[src/rtl/ysyx_23060332_regfile_sb.sv]
// ysyx_23060332_regfile_sb: multi-read-port register file with write-pending scoreboard.
// Optional same-cycle writeback forwarding: define YSYX_23060332_REG_BYPASS_EN.
module ysyx_23060332_regfile_sb #(
    parameter int DATA_W = 32,
    parameter int ADDR_W = 5,
    parameter int NR_RD  = 2
) (
    input  logic                    clk,
    input  logic                    rst_n,
    input  logic [NR_RD*ADDR_W-1:0] raddr,
    output logic [NR_RD*DATA_W-1:0] rdata,
    output logic [NR_RD-1:0]        rbusy,
    input  logic                    iss_valid,
    input  logic [ADDR_W-1:0]       iss_rd,
    output logic                    iss_ready,
    input  logic                    wb_valid,
    input  logic [ADDR_W-1:0]       wb_addr,
    input  logic [DATA_W-1:0]       wb_data,
    output logic [ADDR_W:0]         pend_cnt,
    output logic                    sb_err
);
    localparam int DEPTH = 1 << ADDR_W;

    logic [DATA_W-1:0] mem [DEPTH];
    logic [DEPTH-1:0]  pending;
    logic [DEPTH-1:0]  pending_nxt;
    logic              wb_hit;
    logic              wb_same;
    logic              fwd_iss;
    logic              iss_hs;
    logic              inc;
    logic              dec;

    assign wb_hit  = wb_valid && (wb_addr != '0);
    assign wb_same = wb_hit && (wb_addr == iss_rd);

`ifdef YSYX_23060332_REG_BYPASS_EN
    assign fwd_iss = wb_same;
`else
    assign fwd_iss = 1'b0;
`endif

    assign iss_ready = (iss_rd == '0) || !pending[iss_rd] || fwd_iss;
    assign iss_hs    = iss_valid && iss_ready && (iss_rd != '0);

    // Re-reserving a register that retires this cycle leaves the count unchanged.
    assign inc = iss_hs && !pending[iss_rd];
    assign dec = wb_hit && pending[wb_addr] && !(iss_hs && wb_same);

    always_comb begin
        pending_nxt = pending;
        if (wb_hit) pending_nxt[wb_addr] = 1'b0;
        if (iss_hs) pending_nxt[iss_rd] = 1'b1;
    end

    for (genvar k = 0; k < NR_RD; k++) begin : g_rd
        logic [ADDR_W-1:0] a;
        logic [DATA_W-1:0] d;
        logic              b;

        assign a = raddr[k*ADDR_W +: ADDR_W];

        always_comb begin
            d = '0;
            b = 1'b0;
            if (a != '0) begin
                d = mem[a];
                b = pending[a];
`ifdef YSYX_23060332_REG_BYPASS_EN
                if (wb_valid && (wb_addr == a)) begin
                    d = wb_data;
                    b = 1'b0;
                end
`endif
            end
        end

        assign rdata[k*DATA_W +: DATA_W] = d;
        assign rbusy[k] = b;
    end

    always_ff @(posedge clk or negedge rst_n) begin
        if (!rst_n) begin
            for (int i = 0; i < DEPTH; i++) mem[i] <= '0;
            pending  <= '0;
            pend_cnt <= '0;
            sb_err   <= 1'b0;
        end else begin
            if (wb_hit) begin
                mem[wb_addr] <= wb_data;
                if (!pending[wb_addr]) sb_err <= 1'b1;
            end
            pending  <= pending_nxt;
            pend_cnt <= pend_cnt + (ADDR_W+1)'(inc) - (ADDR_W+1)'(dec);
        end
    end
endmodule

[config.mk]
export PLATFORM = sky130hd
export DESIGN_NAME = ysyx_23060332_regfile_sb
export DESIGN_NICKNAME = d
export VERILOG_FILES = /design/src/rtl/ysyx_23060332_regfile_sb.sv
export SDC_FILE = /design/constraint.sdc
export NUM_CORES = 2
export LEC_CHECK = 0
export ABC_CLOCK_PERIOD_IN_PS = 2800
export CORE_AREA = 8 8 344 312
export CTS_CLUSTER_SIZE = 14
export DETAILED_ROUTE_END_ITERATION = 10
export DIE_AREA = 0 0 352 320
export GPL_TIMING_DRIVEN = 1
export PLACE_DENSITY_LB_ADDON = 0.25
export SETUP_SLACK_MARGIN = 0.05
export SLEW_MARGIN = 20
export SYNTH_ARGS = -nofsm -noshare
export SYNTH_HDL_FRONTEND = slang
export SYNTH_SLANG_ARGS = --single-unit
[constraint.sdc]
create_clock -name clk -period 2.8 [get_ports clk]
set_input_delay 0.42 -clock clk [delete_from_list [all_inputs] [get_ports clk]]
set_output_delay 0.42 -clock clk [all_outputs]
set_load 0.02 [all_outputs]
-- After elaboration in Yosys (flattened, before gate mapping)
Cells that the tools add are included.
- bits in registers: 1063
- input port bits: 56
- output and inout port bits: 74
- word-level logic and storage cells: 102
- add/sub/neg operators: 2
- order comparisons: 10
- eq/ne operators: 1
- mux-type cells: 27
- bitwise gates (word level): 7
- reduce and logical (&&, ||, !) cells: 20
- operators with widths (cell ; count):
    $bwmux 1024 ; 1
    $bmux 32 s5 ; 2
    $mux 32 ; 9
    $demux 32 s5 ; 1
    $and 32x32->32 ; 1
    $not 32->32 ; 1
    $or 32x32->32 ; 1
    $lt 5x6->1 const B ; 4
    $bmux 1 s5 ; 4
    $reduce_bool 5->1 ; 4
    $ge 6x6->1 const B ; 3
    $not 5->6 ; 3
    $logic_and 1x1->1 ; 11
    $demux 1 s5 ; 2
    $ge 5x1->1 const B ; 2
    $mux 1 ; 8
    $add 6x1->6 ; 1
    $lt 6x1->1 const B ; 1
    $sub 6x1->6 ; 1
    $eq 5x5->1 ; 1
    $logic_not 5->1 ; 1
    $logic_not 1->1 ; 2
    $reduce_and 2->1 ; 1
    $logic_or 1x1->1 ; 1
    $not 1->1 ; 1

-- Longest topological paths before layout
- depth after elaboration: 10
- gate-level depth with buffers: 14
- depth with buffers taken out: 13

-- Least setup slack after synthesis
No wires, ideal clock.
- path type: input -> register
- start point: input port iss_rd[0]
- end point: register pend_cnt[4]
- setup time: 0.080 ns
- data arrival time: 3.059 ns
- data required time: 2.720 ns
- setup slack: -0.339 ns
- cell stages on the path: 14
- cell sequence: buf_2 mux4_2 a22oi_1 o221ai_1 a211oi_2 nand3_1 ha_1 inv_1 ha_1 fa_1 a21oi_1 nor2_1 nor2_1 xnor2_1
- longest elaborated chain between the ends: 10
- elaborated cells between the ends (all ways): 16
- classes of those cells: add/sub: 2; eq/ne: 1; mux: 2; reduce/logical: 11
- ends and longest elaborated chain (item ; line ; text):
    start, declared ; 14 ; input logic [ADDR_W-1:0] iss_rd,
    parallel branches: the longest is 9 deep, another holds $add 6x1->6 ; n/a ;
    $sub 6x1->6 (*) ; 94 ; pend_cnt <= pend_cnt + (ADDR_W+1)'(inc) - (ADDR_W+1)'(dec);
    end signal, assigned ; 94 ;
    end, declared ; 19 ; output logic [ADDR_W:0] pend_cnt,
Mark *: on every way between the ends. The select of a mux whose other input is x is not followed.
A chain may end at the register's enable or synchronous reset.

-- Worst setup path in the final report
- start point: register pending[27]
- end point: register pend_cnt[4]
- longest elaborated chain between the ends: 10
- elaborated cells between the ends (all ways): 15
- classes of those cells: add/sub: 2; mux: 4; reduce/logical: 9
- ends and longest elaborated chain (item ; line ; text):
    start, declared ; 25 ; logic [DEPTH-1:0] pending;
    start signal, assigned ; 93 ; pending <= pending_nxt;
    parallel branches: the longest is 9 deep, another holds $add 6x1->6 ; n/a ;
    $sub 6x1->6 (*) ; 94 ;
Marks and branches as above.

==> results.rst <==
.. list-table::
   :header-rows: 1

   * - Metric
     - Value
   * - Netlist area before placement
     - 57300 sq um
   * - Number of antenna violations at the first check in global routing
     - 7
   * - Root Buffer
     - sky130_fd_sc_hd__clkbuf_16
   * - Top Ports
     - 130
   * - DP Cell Count
     - approximately 5300
   * - Class of the tightest hold or removal check
     - primary input to async pin
   * - Max-slew violation count
     - 0
   * - Die span in y
     - between 300 and 400 microns
   * - Average via count per standard cell
     - just under 7
   * - Number of max-cap violations
     - 0
   * - Share of synthesized flip-flops with an asynchronous set or reset
     - between 90% and 100%
   * - Setup CP Type
     - flip-flop to flip-flop
   * - # clock sinks
     - about 1100
   * - Main combinational cell family by area after synthesis
     - multiplexers
   * - Total of endpoints with negative setup slack in the final report
     - 18
   * - Nets@finish
     - ~4200
   * - Die area
     - approximately 110000 sq um
   * - Share of synthesized area spent on multiplexers
     - about 42%
   * - Sum of negative setup slack
     - -1690 ps
   * - Multi-input gate area
     - about 30000 sq um
   * - Fill cell instance count of the final layout
     - roughly 6700
   * - Maximum clock frequency
     - roughly 0.33 GHz
   * - Critical path's top delay family
     - adder cells
   * - Min Tclk post-route
     - approximately 3000 ps
   * - Violations in the final reports
     - setup timing
   * - Final critical-path share of the clock period
     - 109%
   * - Hpwl dp
     - roughly 120 mm
   * - Mean instance size in the synthesized netlist
     - ~15 sq um
   * - DRT antenna net count
     - 0
   * - Total of buffers placed on input and output ports
     - 129
   * - Number of buffers added by the clock tree synthesis step
     - between 100 and 150
   * - Share of power burned in combinational logic
     - between 20% and 30%
   * - Number of vias in the routed layout
     - between 30000 and 40000
   * - Clock skew
     - between 9 and 10 ps
   * - Reg area
     - 26600 sq um
   * - PwrDens
     - 694 nW/um^2
   * - Arrival time worst endpoint
     - between 3000 and 4000 ps
   * - Worst reg2reg path startpoint
     - pending[27]$_DFF_PN0_
   * - Cell at the slowest stage of the critical path
     - sky130_fd_sc_hd__mux4_2
   * - Final Instance Count excl. Fillers
     - about 5600
   * - Clock power frac
     - about 33%
   * - Worst R2R Path Depth
     - 13
   * - Count of unresolved DRC violations after routing
     - 0
   * - Largest stage delay on the critical path
     - between 400 and 500 ps
   * - Ys flop type
     - sky130_fd_sc_hd__dfrtp_1
   * - Net switching fraction of the power
     - between 20% and 30%
   * - Vias in the first global route
     - approximately 40000
   * - Pin count of the biggest net entering global routing
     - between 70 and 80
   * - Post-synthesis instance total
     - roughly 3800
   * - WL/cell
     - between 30 and 40 microns
   * - Crit-path max FO
     - 3
   * - Net switching power figure
     - ~14 mW
   * - Hold Vio Cnt, Final
     - 0
   * - Setup crit end kind
     - flip-flop
   * - Cell Int Power
     - between 30 and 40 mW
   * - Total Wirelength
     - between 150 and 200 mm
   * - Sequential group share of total power
     - 42.6%
   * - Std cell rows
     - 111
   * - Fraction of the mapped netlist area in adder cells
     - 0.166%
   * - Slew HR
     - 54.6%
   * - Result of the run
     - finished with violations
   * - Signed area change from the synthesized netlist to the final layout
     - 21.4%
   * - Number of H-tree branching levels
     - 3
   * - Count of routing violations after the opening detailed-route iteration
     - 4232
   * - Startpoint types
     - flip-flop
   * - Post-synthesis share of cell area spent on and, or, nand and nor gates
     - 3.68%
   * - Starting Density
     - between 50% and 60%
   * - Final worst-path setup slack
     - -243 ps
   * - Buffers & Inverters on Critical Path
     - 1
   * - Area of the core
     - between 100000 and 150000 sq um
   * - Number of nets produced by synthesis
     - ~3900
   * - Wire length of the first global-routing pass
     - approximately 280 mm
   * - Fin util
     - between 60% and 70%
   * - Layout cell share with drive strength beyond 1
     - 59.2%
   * - All-Layer GR Usage
     - 32.8%
   * - Sequential share of the synthesized area
     - a little under half
   * - Clock network latency to the later pin of the worst-skew pair
     - around 710 ps
   * - Leak Pwr
     - approximately 30 nW
   * - Peak supply drop
     - ~0.00058 V
   * - Worst-path cell chain
     - mux4_2, a22oi_2, o221ai_2, a211oi_2, nand3_2, ha_4, inv_2, ha_4, fa_2, a21oi_2, nor2_1, nor2_1, xnor2_1
   * - R2R Path End
     - pend_cnt[4]$_DFF_PN0_
   * - Flip-flop and latch count after synthesis
     - around 1100
   * - Worst Max-Slew Pin Slew
     - slightly below 700 ps
   * - Distinct cell type count after synthesis
     - between 50 and 60
   * - Number of flops mapped to enable cells by yosys
     - 0
   * - Synth warnings
     - 0
   * - Number of iterations in the first detailed-routing pass
     - 7
   * - Die Wd
     - between 300 and 400 microns
   * - Synth Area in Compound Gates
     - between 3 and 4%
   * - Clock-pin slew on the worst setup and hold paths
     - 60 ps
   * - TritonCTS clock tree
     - yes
   * - Area share of xor/xnor cells in the synthesized design
     - 0.0765%
   * - Clock buffer depth
     - 3
   * - RSZ-0062 raised after global routing
     - true
   * - Total global routing overflow
     - 0
   * - Placement-stage worst setup slack
     - -1000 ps
   * - Final RePlAce weighted congestion
     - roughly 0.9
   * - Internal reg-to-reg setup slack
     - -240 ps
   * - Critical path data required time
     - 3420 ps
## Yosys cell counts, drive strengths merged (28+ instances only)
| library cell | instances | area (sq um) |
|---|---|---|
| mux4 | 538 | 12100 |
| nor2 | 28 | 125 |
| mux2i | 74 | 741 |
| dfrtp | 1063 | 26600 |
| mux2 | 997 | 11200 |
| a211oi | 67 | 508 |
| clkbuf | 203 | 763 |
| nor4 | 70 | 472 |
| nand2 | 179 | 674 |
| o22ai | 66 | 413 |
| o2111a | 66 | 743 |
| nor2b | 76 | 475 |
| buf | 235 | 1530 |
## flip-flops by register name, summed over array words and instances, names as in the netlist
register and cells:
mem 1024, pending 32, pend_cnt 6, sb_err 1
## worst register-to-register path, delay by kind of cell, from the launching register on
family          cells  cell delay (ps)
fa+ha+maj           3              830
compound gates      4              690
mux                 1              490
flops               1              440
simple gates        3              340
xor+xnor            1              140
buf+inv             1               40
## kinds of logic (layout without fill, tap and decap cells)
logic type,after synthesis,count (layout)
AO/OA/AOI/OAI,245,245
XOR/XNOR,5,5
adder cells (fa/ha/maj),7,7
buffers and inverters,453,878
flip-flops,1063,1063
multiplexers,1609,1609
other,0,5
AND/OR/NAND/NOR,412,412
## cell usage in the layout (no fill, tap or decap), drive strengths merged, types with 5 or more instances in the layout
cell type	netlist	final
a22o	13	13
nor2	28	28
nor3	11	11
clkinv	0	27
o21ai	19	19
mux2i	74	74
nor2b	76	76
o2111a	66	66
nand3	13	13
o22ai	66	66
nand2	179	179
inv	15	18
buf	235	601
a211oi	67	67
mux4	538	538
or2	7	7
ha	6	6
diode	0	5
clkbuf	203	164
dfrtp	1063	1063
nor4	70	70
mux2	997	997
clkdlybuf4s50	0	51
nand2b	9	9
bufinv	0	12
and3	5	5
## what timing repair did
| item | CTS | global route |
|---|---|---|
| pin swaps | 84 | 55 |
| endpoints found under the setup margin | 72 | 66 |
| cloned | 3 | 2 |
| hold endpoints to repair | 35 | 0 |
| setup buffers | 40 | 33 |
| hold buffers | 1 | 0 |
| resized for setup | 433 | 122 |
## area by class of cell
type | count | share of cell area, %
Multi-Input combinational cell | 2278 | 43.2
Timing Repair Buffer | 655 | 10.3
Inverter | 15 | 0.0810
Antenna cell | 5 | 0.0180
Clock inverter | 46 | 0.864
Sequential cell | 1063 | 38.3
Clock buffer | 162 | 4.84
Tap cell | 1356 | 2.44
## worst max path at each step
stage | to | startpoint | slack (ps) | depth (start not counted)
floorplan | pend_cnt[4]$_DFF_PN0_ | iss_rd[0] | -130 | 13
global placement | pend_cnt[4]$_DFF_PN0_ | iss_rd[0] | -1010 | 15
detailed placement | pend_cnt[4]$_DFF_PN0_ | iss_rd[0] | -1000 | 15
CTS | pend_cnt[4]$_DFF_PN0_ | pending[27]$_DFF_PN0_ | -240 | 13
global route | pend_cnt[4]$_DFF_PN0_ | pending[27]$_DFF_PN0_ | -370 | 13
finish | pend_cnt[4]$_DFF_PN0_ | pending[27]$_DFF_PN0_ | -240 | 13
## through the flow
| step | hold WS [ps] | cell area [sq um] | total power, mW |
|---|---|---|---|
| 6_report | 282 | 69500 | 48.2 |
| 5_1_grt | 293 | 69500 | 50.0 |
| 4_1_cts | 276 | 68700 | 47.9 |
| 3_5_place_dp | 383 | 63300 | 31.5 |
| 3_3_place_gp | 377 | 63300 | 31.0 |
| 2_1_floorplan | 124 | 57300 | 27.5 |
## power by group through the flow
stage | sequential, mW | combinational (mW) | clock, mW
after CTS | 20.5 | 11.4 | 16.1
after global routing | 20.9 | 12.4 | 16.7
final | 20.5 | 11.7 | 16.0
after global placement | 20.5 | 10.5 | 0
after floorplan | 20.0 | 7.49 | 0
after detailed placement | 20.7 | 10.8 | 0
## metal layers
layer | GRT usage (%) | routed length [microns]
met1 | 45.1 | 73300
met2 | 49.4 | 84300
met3 | 8.68 | 19400
met4 | 14.9 | 9690
met5 | 0 | 38
Power figures use the tool's default switching activity.
